--- src/rtl/mvm_4_4_8_1.sv ---
// Matrix-vector multiplier: loads A (MxN) and x (N), then streams y = A*x using one signed MAC.
// Latency: load M*N (or N) cycles after command; done one cycle after the last MAC, y[0..M-1] on the next M cycles.
// No backpressure: commands are one-cycle pulses; any arriving while busy are dropped.
//
// Ports:
//   clk        - rising-edge clock for all state
//   reset      - asynchronous active-low reset (A/x memories are not cleared)
//   loadMatrix - command: capture M*N elements of A, row-major, on following cycles
//   loadVector - command: capture N elements of x on following cycles
//   start      - command: compute y = A*x with the last loaded A and x
//   done       - one-cycle pulse immediately before the result stream
//   data_in    - signed element input for both loads
//   data_out   - signed 2*T-bit result element, 0 outside the result cycles
module mvm_4_4_8_1 #(
  parameter int M = 4,
  parameter int N = 4,
  parameter int T = 8,
  parameter int P = 1
) (
  input  logic                  clk,
  input  logic                  reset,
  input  logic                  loadMatrix,
  input  logic                  loadVector,
  input  logic                  start,
  output logic                  done,
  input  logic signed [T-1:0]   data_in,
  output logic signed [2*T-1:0] data_out
);

  localparam int DW  = 2 * T;
  localparam int RIW = (M > 1) ? $clog2(M) : 1;
  localparam int CW  = (N > 1) ? $clog2(N) : 1;
  localparam int OW  = $clog2(M + 1);

  // Only a single MAC lane is built; wider P values elaborate to the same datapath.
  if (P != 1) begin : g_single_mac_only
  end

  typedef enum logic [2:0] {
    IDLE    = 3'd0,
    LOAD_M  = 3'd1,
    LOAD_V  = 3'd2,
    COMPUTE = 3'd3,
    OUT     = 3'd4
  } state_t;

  state_t state_q, state_d;

  // row/col walk A and x during loads and compute; out counts the done cycle plus M result cycles.
  logic [RIW-1:0] row_q, row_d;
  logic [CW-1:0]  col_q, col_d;
  logic [OW-1:0]  out_q, out_d;

  logic signed [DW-1:0] y_q [M];
  logic signed [DW-1:0] y_d [M];

  // Operand storage survives reset so a start after reset still sees the last loads.
  logic signed [T-1:0] a_q [M][N];
  logic signed [T-1:0] x_q [N];

  logic                 a_we;
  logic                 x_we;
  logic                 accept;
  logic                 last_col;
  logic                 last_row;
  logic signed [DW-1:0] prod;
  logic [RIW-1:0]       out_idx;

  assign last_col = (col_q == CW'(N - 1));
  assign last_row = (row_q == RIW'(M - 1));

  // Operands are widened before multiplying so the product and sum wrap modulo 2^DW.
  assign prod = DW'(a_q[row_q][col_q]) * DW'(x_q[col_q]);

  // Result cycle k (out_q = k, k>=1) shows y[k-1].
  assign out_idx = RIW'(out_q - OW'(1));

  always_comb begin
    state_d = state_q;
    row_d   = row_q;
    col_d   = col_q;
    out_d   = out_q;
    for (int i = 0; i < M; i++) begin
      y_d[i] = y_q[i];
    end
    a_we   = 1'b0;
    x_we   = 1'b0;
    accept = 1'b0;

    unique case (state_q)
      IDLE: begin
        accept = 1'b1;
      end

      LOAD_M: begin
        a_we = 1'b1;
        if (last_col) begin
          col_d = '0;
          if (last_row) begin
            row_d   = '0;
            state_d = IDLE;
          end else begin
            row_d = row_q + RIW'(1);
          end
        end else begin
          col_d = col_q + CW'(1);
        end
      end

      LOAD_V: begin
        x_we = 1'b1;
        if (last_col) begin
          col_d   = '0;
          state_d = IDLE;
        end else begin
          col_d = col_q + CW'(1);
        end
      end

      COMPUTE: begin
        y_d[row_q] = y_q[row_q] + prod;
        if (last_col) begin
          col_d = '0;
          if (last_row) begin
            row_d   = '0;
            out_d   = '0;
            state_d = OUT;
          end else begin
            row_d = row_q + RIW'(1);
          end
        end else begin
          col_d = col_q + CW'(1);
        end
      end

      OUT: begin
        if (out_q == OW'(M)) begin
          // Last result cycle behaves like IDLE so a new command loses no cycle.
          accept  = 1'b1;
          out_d   = '0;
          state_d = IDLE;
        end else begin
          out_d = out_q + OW'(1);
        end
      end

      default: begin
        state_d = IDLE;
      end
    endcase

    if (accept) begin
      if (loadMatrix) begin
        state_d = LOAD_M;
        row_d   = '0;
        col_d   = '0;
      end else if (loadVector) begin
        state_d = LOAD_V;
        col_d   = '0;
      end else if (start) begin
        state_d = COMPUTE;
        row_d   = '0;
        col_d   = '0;
        for (int i = 0; i < M; i++) begin
          y_d[i] = '0;
        end
      end
    end
  end

  always_ff @(posedge clk or negedge reset) begin
    if (!reset) begin
      state_q <= IDLE;
      row_q   <= '0;
      col_q   <= '0;
      out_q   <= '0;
      for (int i = 0; i < M; i++) begin
        y_q[i] <= '0;
      end
    end else begin
      state_q <= state_d;
      row_q   <= row_d;
      col_q   <= col_d;
      out_q   <= out_d;
      for (int i = 0; i < M; i++) begin
        y_q[i] <= y_d[i];
      end
    end
  end

  // Write enables come from the reset-cleared state, so reset stops a load mid-way
  // and leaves the elements already written in place.
  always_ff @(posedge clk) begin
    if (a_we) begin
      a_q[row_q][col_q] <= data_in;
    end
    if (x_we) begin
      x_q[col_q] <= data_in;
    end
  end

  // Outputs decode registered state only, so reset forces them low at once.
  always_comb begin
    done     = 1'b0;
    data_out = '0;
    if (state_q == OUT) begin
      if (out_q == '0) begin
        done = 1'b1;
      end else begin
        data_out = y_q[out_idx];
      end
    end
  end

endmodule

--- config.mk ---
export PLATFORM = sky130hd
export DESIGN_NAME = mvm_4_4_8_1
export DESIGN_NICKNAME = d
export VERILOG_FILES = /design/src/rtl/mvm_4_4_8_1.sv
export SDC_FILE = /design/constraint.sdc
export NUM_CORES = 1
export LEC_CHECK = 0
export ABC_AREA = 1
export BUFFER_PORTS_ARGS = -buffer_cell sky130_fd_sc_hd__buf_2
export CORE_MARGIN = 1
export CORE_UTILIZATION = 50
export CTS_CLUSTER_DIAMETER = 30
export DETAILED_ROUTE_END_ITERATION = 8
export HOLD_SLACK_MARGIN = 0.03
export PLACE_DENSITY_LB_ADDON = 0.25
export SLEW_MARGIN = 20
export SYNTH_ARGS = -nofsm -noshare
export SYNTH_HDL_FRONTEND = slang
export SYNTH_SLANG_ARGS = --single-unit
export TNS_END_PERCENT = 30
--- constraint.sdc ---
create_clock -name clk -period 6.2 [get_ports clk]
set_clock_uncertainty 0.1 [all_clocks]
set_input_delay 0.31 -clock clk [delete_from_list [all_inputs] [get_ports clk]]
set_output_delay 0.31 -clock clk [all_outputs]
set_load 0.1 [all_outputs]
# == Yosys cells after proc, flatten, opt, wreduce, memory -nomap -nowiden ==
# Memory sizes are Yosys's and may differ from the RTL's.
# Cells that the tools add are included.
# Widths: inputs -> output; s select.
# classes
add_sub_neg,5
multipliers,1
magnitude_cmp,5
n_eq_ne,9
muxes,59
bitwise_logic,3
reduce_logical,8
# ops
cell,n
$mux 64,5
$mux 16,7
$bmux 16 s2,2
$bwmux 64,1
$mux 3,13
$demux 16 s2,1
$mux 32,1
$mux 2,13
$mux 8,3
$add 16x16->16,1
$bmux 8 s2,1
$demux 8 s2,1
$mul 8x8->16,1
$pmux 3 s5,1
$ge 3x3->1 const B,3
$not 2->3,3
$mux 1,8
$eq 3x2->1 const B,2
$eq 3x3->1 const B,2
$logic_not 3->1,2
$lt 3x1->1 const B,2
$pmux 3 s2,1
$add 2x1->2 const B,2
$eq 2x2->1 const B,2
other kinds (10),12
# word_totals
reg_bits,74
ram_bits,160
inputBits,13
output_inout_bits,17
word_cells,100
mem_count,2
# mem_list
name,words,width,rd,rd_clocked_by_memory_dff,write_ports,line,rtl
a_q,4,32,1,0,1,58,logic signed [T-1:0] a_q [M][N];
x_q,4,8,1,0,1,59,logic signed [T-1:0] x_q [N];

# == Depth between registers and ports, before layout ==
# Gate-level depths: netlist of the first run.
# depth
depth_word,12
depth_mapped,32

# == Worst setup path after synthesis of the first run ==
# No wires, ideal clock.
# synth_timing
kind,register to register
startpoint,register row_q[0]
endpoint,register y_q[14] (netlist bit)
t_arrival_ns,5.122
t_required_ns,6.037
slack_ns,0.915
path_stages_with_launch,25
cell_sequence,dfrtp_1 inv_2 clkbuf_1 nor2_1 o221ai_1 nand3_1 nand2_4 nand2_2 inv_2 fa_1 fa_1 fa_1 fa_1 inv_1 fa_1 inv_1 ha_1 a21oi_1 o21ai_0 nand2_1 nand4_1 or2_2 nand3_1 nand2_1 inv_1
# synth_lines
element,line,rtl
start: declaration,50,"logic [RIW-1:0] row_q, row_d;"
start signal: assignment,182,row_q <= row_d;
end signal: indexed assignment,186,y_q[i] <= y_d[i];
end: declaration,54,logic signed [DW-1:0] y_q [M];

==> flow_summary.ini, run 1 <==
[outcome]
run_status = finished clean

[worst_setup_path]
criticalPathCategory = reg -> reg
critPathCaptureType = register
start_kind = register
rr_worst_depth = 26
rrSetupSlack_ps = 260
r2r-start = row_q[0]
worstReg2RegEnd = y_q[62]
cp.required_ps = 6560
cp.arrival_ps = 6300
cp_max_fo = 53

[timing]
finalSetupViolations = 0
hold_viol = 0
min_period_ps = 5941
fin_ws_ps = 259.0
fmax_mhz = 168.3
finalCritPeriodShare_pct = 95.82
worst_pin_slew_ps = 1101
slew_viol_final = 0
hold_slack_ps = 33.98
relSlewSlack_pct = 26.63

[routing]
wl_per_cell_um = 19.46
vias = 10650
ant_nets = 0
drtIter0Drc = 978
routed_wl_mm = 36.27
dr.pass1.iters = 7
viasPerCell = 5.711
drc = 0

[cts]
htreeDepth = 2
clk_pin_slew_worst_paths_ps = 50
cts_buffers = 53
clock_latency_ps = 580
postCtsSetupRepairBufs = 0
clk_path_buf_depth = 3
cts_root_buffer = clkbuf_16
cts_tree = done
cts_sinks = 234

[global_routing]
grt_usage_pct = 26.47
grt_max_degree = 75
overflow = 0
grt_pass1_wl_mm = 57.56
antenna_found_initial = 0
grt_pass1_vias = 10570

[synthesis]
synth_fa_ha_area_share_pct = 14.54
ys_warn_count = 0
ys.flop_type = edfxtp_1
synth_compound_area_share_pct = 14.86
seq_area_frac_synth_pct = 48.15
yosysTopAreaCellShare_pct = 34.75
synth_top_family_by_area = compound AO/OA/AOI/OAI gates
yosys.area_share.simple_pct = 13.40
muxShareOfSynthArea_pct = 0
synth_nets = 1565
avgSynthCellArea_um2 = 9.641
yosys.area.top_type = edfxtp_1
synth_xor_area_share_pct = 0.3801
synth.most_common_cell = nand2_1
synth-edff-count = 160
ys_top_cells_by_area = edfxtp_1 (35%), dfrtp_1 (13%), fa_1 (10%)
synthArstFlopShare_pct = 31.62
synth_common_cells = nand2_1 (202), inv_1 (183), nor2_1 (173)
syn-cell-area_um2 = 13820
synth-seq-cells = 234
syn_inst = 1434
yosysUniqueCellTypes = 48

[place]
dpl_worst_slack_ps = 377.8
port_buffers = 29
post-dp-hpwl_mm = 24.15
gp_congestion = 0.9387
placed_area_um2 = 14210

[worst_hold_path]
min_path_type = in -> reg
whs_endpoint = state_q[0]
hold_path_depth = 5
hp-start = loadMatrix

[run]
cap_violations = 0

[finish]
areaGrowthSynthToFinish_pct = 17.08
multiInputGateArea_um2 = 5984
fin_area_um2 = 16190
fin_nets = 1610
num_antenna_cells = 0
seq_area_um2 = 6658
nFillCells = 2263
drive_above_1_share_pct = 13.66

[floorplan]
rows = 60
die_y_um = 168.3
initial_core_util_pct = 51.15
core_um2 = 27030
io_pins = 30
design.die.area_um2 = 28320
chipWidth_um = 168.3
==> cells in the final DEF, fill, tap and decap left out, drive strengths merged, types with 3 or more instances in the layout <==
cell type	synthesis	layout
o21ai	131	131
nand4	3	3
o211ai	26	26
or2	11	11
dfrtp	74	74
edfxtp	160	160
nand2	215	215
buf	56	59
nor2	175	175
nor3	4	4
o22ai	9	9
clkbuf	15	60
ha	47	47
a21oi	136	136
a32oi	8	8
nand3	45	45
xnor2	5	5
a22oi	3	3
clkinv	1	15
bufinv	0	9
clkinvlp	0	4
o221ai	26	26
inv	201	213
fa	71	71
==> critical path: stages, from the launching register on <==
cell,delay [ps]
dfrtp_2,440
buf_12,190
buf_6,190
o21ai_0,200
o221ai_1,170
nand3_1,160
nand2_2,140
inv_4,110
nor2_1,50
fa_1,520
inv_1,60
fa_1,530
inv_1,50
fa_1,460
fa_1,490
inv_1,50
fa_1,470
inv_1,40
ha_1,300
a21oi_2,180
o21ai_0,130
nand2_1,90
nand4_1,120
or2_2,340
nand3_1,80
nand2_1,60
inv_1,60
==> area by class of cell <==
class / count / share of cell area (%)
tap: 341 / 2.636
clock inverter: 39 / 3.378
sequential: 234 / 41.13
timing repair buffer: 61 / 2.652
clock buffer: 60 / 8.480
multi-input combinational: 927 / 36.97
inverter: 202 / 4.746
==> per-stage QoR <==
| stage | setup TNS, ps | std cells | utilization (%) |
|---|---|---|---|
| floorplan | 0 | 1434 | - |
| global placement | 0 | 1763 | 52.59 |
| detailed placement | 0 | 1763 | 52.59 |
| CTS | 0 | 1864 | 59.76 |
| global route | -8.026 | 1864 | 59.89 |
| finish | 0 | 1864 | 59.89 |
==> state kept, by name (all words and copies together), names as in the netlist <==
signal	count
a_q	128
col_q	2
out_q	3
row_q	2
state_q	3
x_q	32
y_q	64
==> layer usage <==
layer / wire (um) / global-route usage [%] / up-vias
met5: 0 / 0 / -
met3: 3281 / 5.430 / 84
met1: 15420 / 36.75 / 5161
li1: - / - / 4915
met4: 932 / 8.617 / 0
met2: 16630 / 41.76 / 485
==> how the worst max path moves through the flow <==
stage                        start      end  cells after the start
after floorplan           row_q[0]  y_q[14]                     24
after global placement    row_q[0]  y_q[14]                     26
after detailed placement  row_q[0]  y_q[13]                     25
after CTS                 row_q[0]  y_q[62]                     26
after global routing      row_q[0]  y_q[14]                     24
final                     row_q[0]  y_q[62]                     26
==> cell families (layout without fill, tap and decap cells) <==
kind of cell,Yosys count,count (layout)
AND/OR/NAND/NOR,455,455
AO/OA/AOI/OAI,348,348
buffers and inverters,273,362
flip-flops,234,234
adder cells (fa/ha/maj),118,118
XOR/XNOR,6,6
==> repair_timing <==
| item | 4_1_cts | 5_1_grt |
|---|---|---|
| endpoints found under the hold margin | 75 | 0 |
| setup endpoints to repair | 0 | 20 |
| hold buffers | 2 | 0 |
| resized for setup | 0 | 13 |
Power of run 1 is not shown: default switching activity piles up to over one toggle a cycle in this logic, so the estimate is an artifact.
==> inputs of run 2 (changes only) <==
Settings changed: BUFFER_PORTS_ARGS -buffer_cell sky130_fd_sc_hd__buf_2 to default, DONT_BUFFER_PORTS from default to 1.
==> run 2 against run 1 <==
Compared with the run above:
- die area did not move
- core utilization fell by 0.38 points
- maximum frequency fell by 0.73%
- register-to-register slack got worse by 40 ps
- worst setup slack got worse by 44 ps
- global-route usage fell by 0.45 points
- cell count fell by 1.2%
- critical path depth fell by 3
==> flow_summary.ini, run 2 (same netlist as run 1, synthesis figures left out) <==
[outcome]
run_status = finished clean

[worst_setup_path]
r2r-start = col_q[0]
start_kind = register
cp_max_fo = 21
rrSetupSlack_ps = 220
cp.required_ps = 6510
worstReg2RegEnd = y_q[60]
critPathCaptureType = register
cp.arrival_ps = 6290
criticalPathCategory = reg -> reg
rr_worst_depth = 23

[cts]
clock_latency_ps = 560
cts_sinks = 234
cts_tree = done
cts_root_buffer = clkbuf_16
clk_path_buf_depth = 3
cts_buffers = 45
htreeDepth = 2
clk_pin_slew_worst_paths_ps = 50

[timing]
relSlewSlack_pct = 29.38
hold_viol = 0
finalCritPeriodShare_pct = 96.52
slew_viol_final = 0
hold_slack_ps = 162.9
finalSetupViolations = 0
min_period_ps = 5985
worst_pin_slew_ps = 1058
fmax_mhz = 167.1
timing.setup.tns_ps = 0

[global_routing]
overflow = 0
grt_pass1_vias = 10440
antenna_found_initial = 0
grt_usage_pct = 26.03
grt_pass1_wl_mm = 56.30
grt_max_degree = 75

[worst_hold_path]
hold_path_depth = 3
min_path_type = in -> reg
whs_endpoint = y_q[32]
hp-start = loadMatrix

[finish]
drive_above_1_share_pct = 13.00
layout_commonest_cell = nand2_1
finish.utilization_pct = 59.50
top_register = a_q
largest_reg_flops = 128
top_regs = a_q x128, y_q x64, x_q x32
num_antenna_cells = 0
fin_nets = 1595
layout_common_cells = nand2_1 (201), inv_1 (183), nor2_1 (172)
areaGrowthSynthToFinish_pct = 16.33

[routing]
vias = 10490
ant_nets = 0
wl_per_cell_um = 19.45
viasPerCell = 5.699
drc = 0
dr.pass1.iters = 7
drtIter0Drc = 862
routed_wl_mm = 35.82

[floorplan]
initial_core_util_pct = 51.15
core_um2 = 27030
rows = 60
design.die.area_um2 = 28320
io_pins = 30
chipWidth_um = 168.3
die_y_um = 168.3

[place]
port_buffers = 0
gp_congestion = 0.9449
post-dp-hpwl_mm = 23.62

[run]
cap_violations = 0
run 2: changes by cell type in the layout (fill, tap and decap cells not counted), moves of 4 or more:
cell           before  now
buf_2              28    0
a21oi_1           134  120
dlygate4sd3_1       2   15
clkbuf_16          53   45
a21oi_2             2    9
a21oi_4             0    7
buf_4              26   33
bufinv_16           9    5
clkinv_2            8    4
clkinvlp_4          4    8
inv_6               4    8
inv_8               6    2
run 2: repair_timing:
item,in CTS,in global routing
gates resized for setup,0,10
endpoints found under the hold margin,238,0
buffers inserted,0,0
setup endpoints to repair,0,28
hold buffers,16,0
run 2: how the worst max path moves through the flow:
stage / start / end / slack (ps) / depth (start not counted)
floorplan: row_q[0] / y_q[14] / 920 / 24
global placement: row_q[0] / y_q[58] / 260 / 22
detailed placement: row_q[0] / y_q[60] / 240 / 23
CTS: row_q[0] / y_q[60] / 140 / 23
global route: row_q[0] / y_q[46] / -0.8 / 25
finish: col_q[0] / y_q[60] / 220 / 23
run 2: layout make-up:
class / instances / area, um2
fill: 2226 / 10940
clock inverter: 31 / 406.6
sequential: 234 / 6658
clock buffer: 52 / 1192
timing repair buffer: 54 / 516.7
tap: 341 / 426.7
inverter: 202 / 763.2
multi-input combinational: 927 / 6118
run 2: routing by layer:
metal	share of wire [%]	wire length (um)	global-route usage, %	vias to the layer above
met1	43	15230	34.58	5124
met3	8.4	2992	6.888	59
met2	47	16830	41.67	431
met4	2.0	726	8.221	2
li1	-	-	-	4875
met5	0.10	36	1.043	-
run 2: through the flow:
step                      cell area (um2)  setup slack (ps)  instances
after floorplan                     13820             915.1       1434
after global placement              14210             256.5       1742
after detailed placement            14250             235.4       1742
after CTS                           16030             139.9       1841
after global routing                16080           -0.8016       1841
final                               16080             215.5       1841
run 2: worst max-delay path, cell delays in order, from the launching register on:
cell and delay [ps]:
dfrtp_1 420, inv_1 90, buf_4 250, nand2_1 80, a32oi_1 560, inv_1 320, nor2_1 200, fa_1 420
inv_1 90, fa_1 390, inv_1 70, fa_1 420, fa_1 510, inv_1 50, fa_1 470, inv_1 40
ha_1 300, inv_1 90, o31ai_1 380, nand2_1 140, nand3_1 170, nand3_1 110, o211ai_1 100, inv_1 70
Power of run 2 is left out for the same reason.
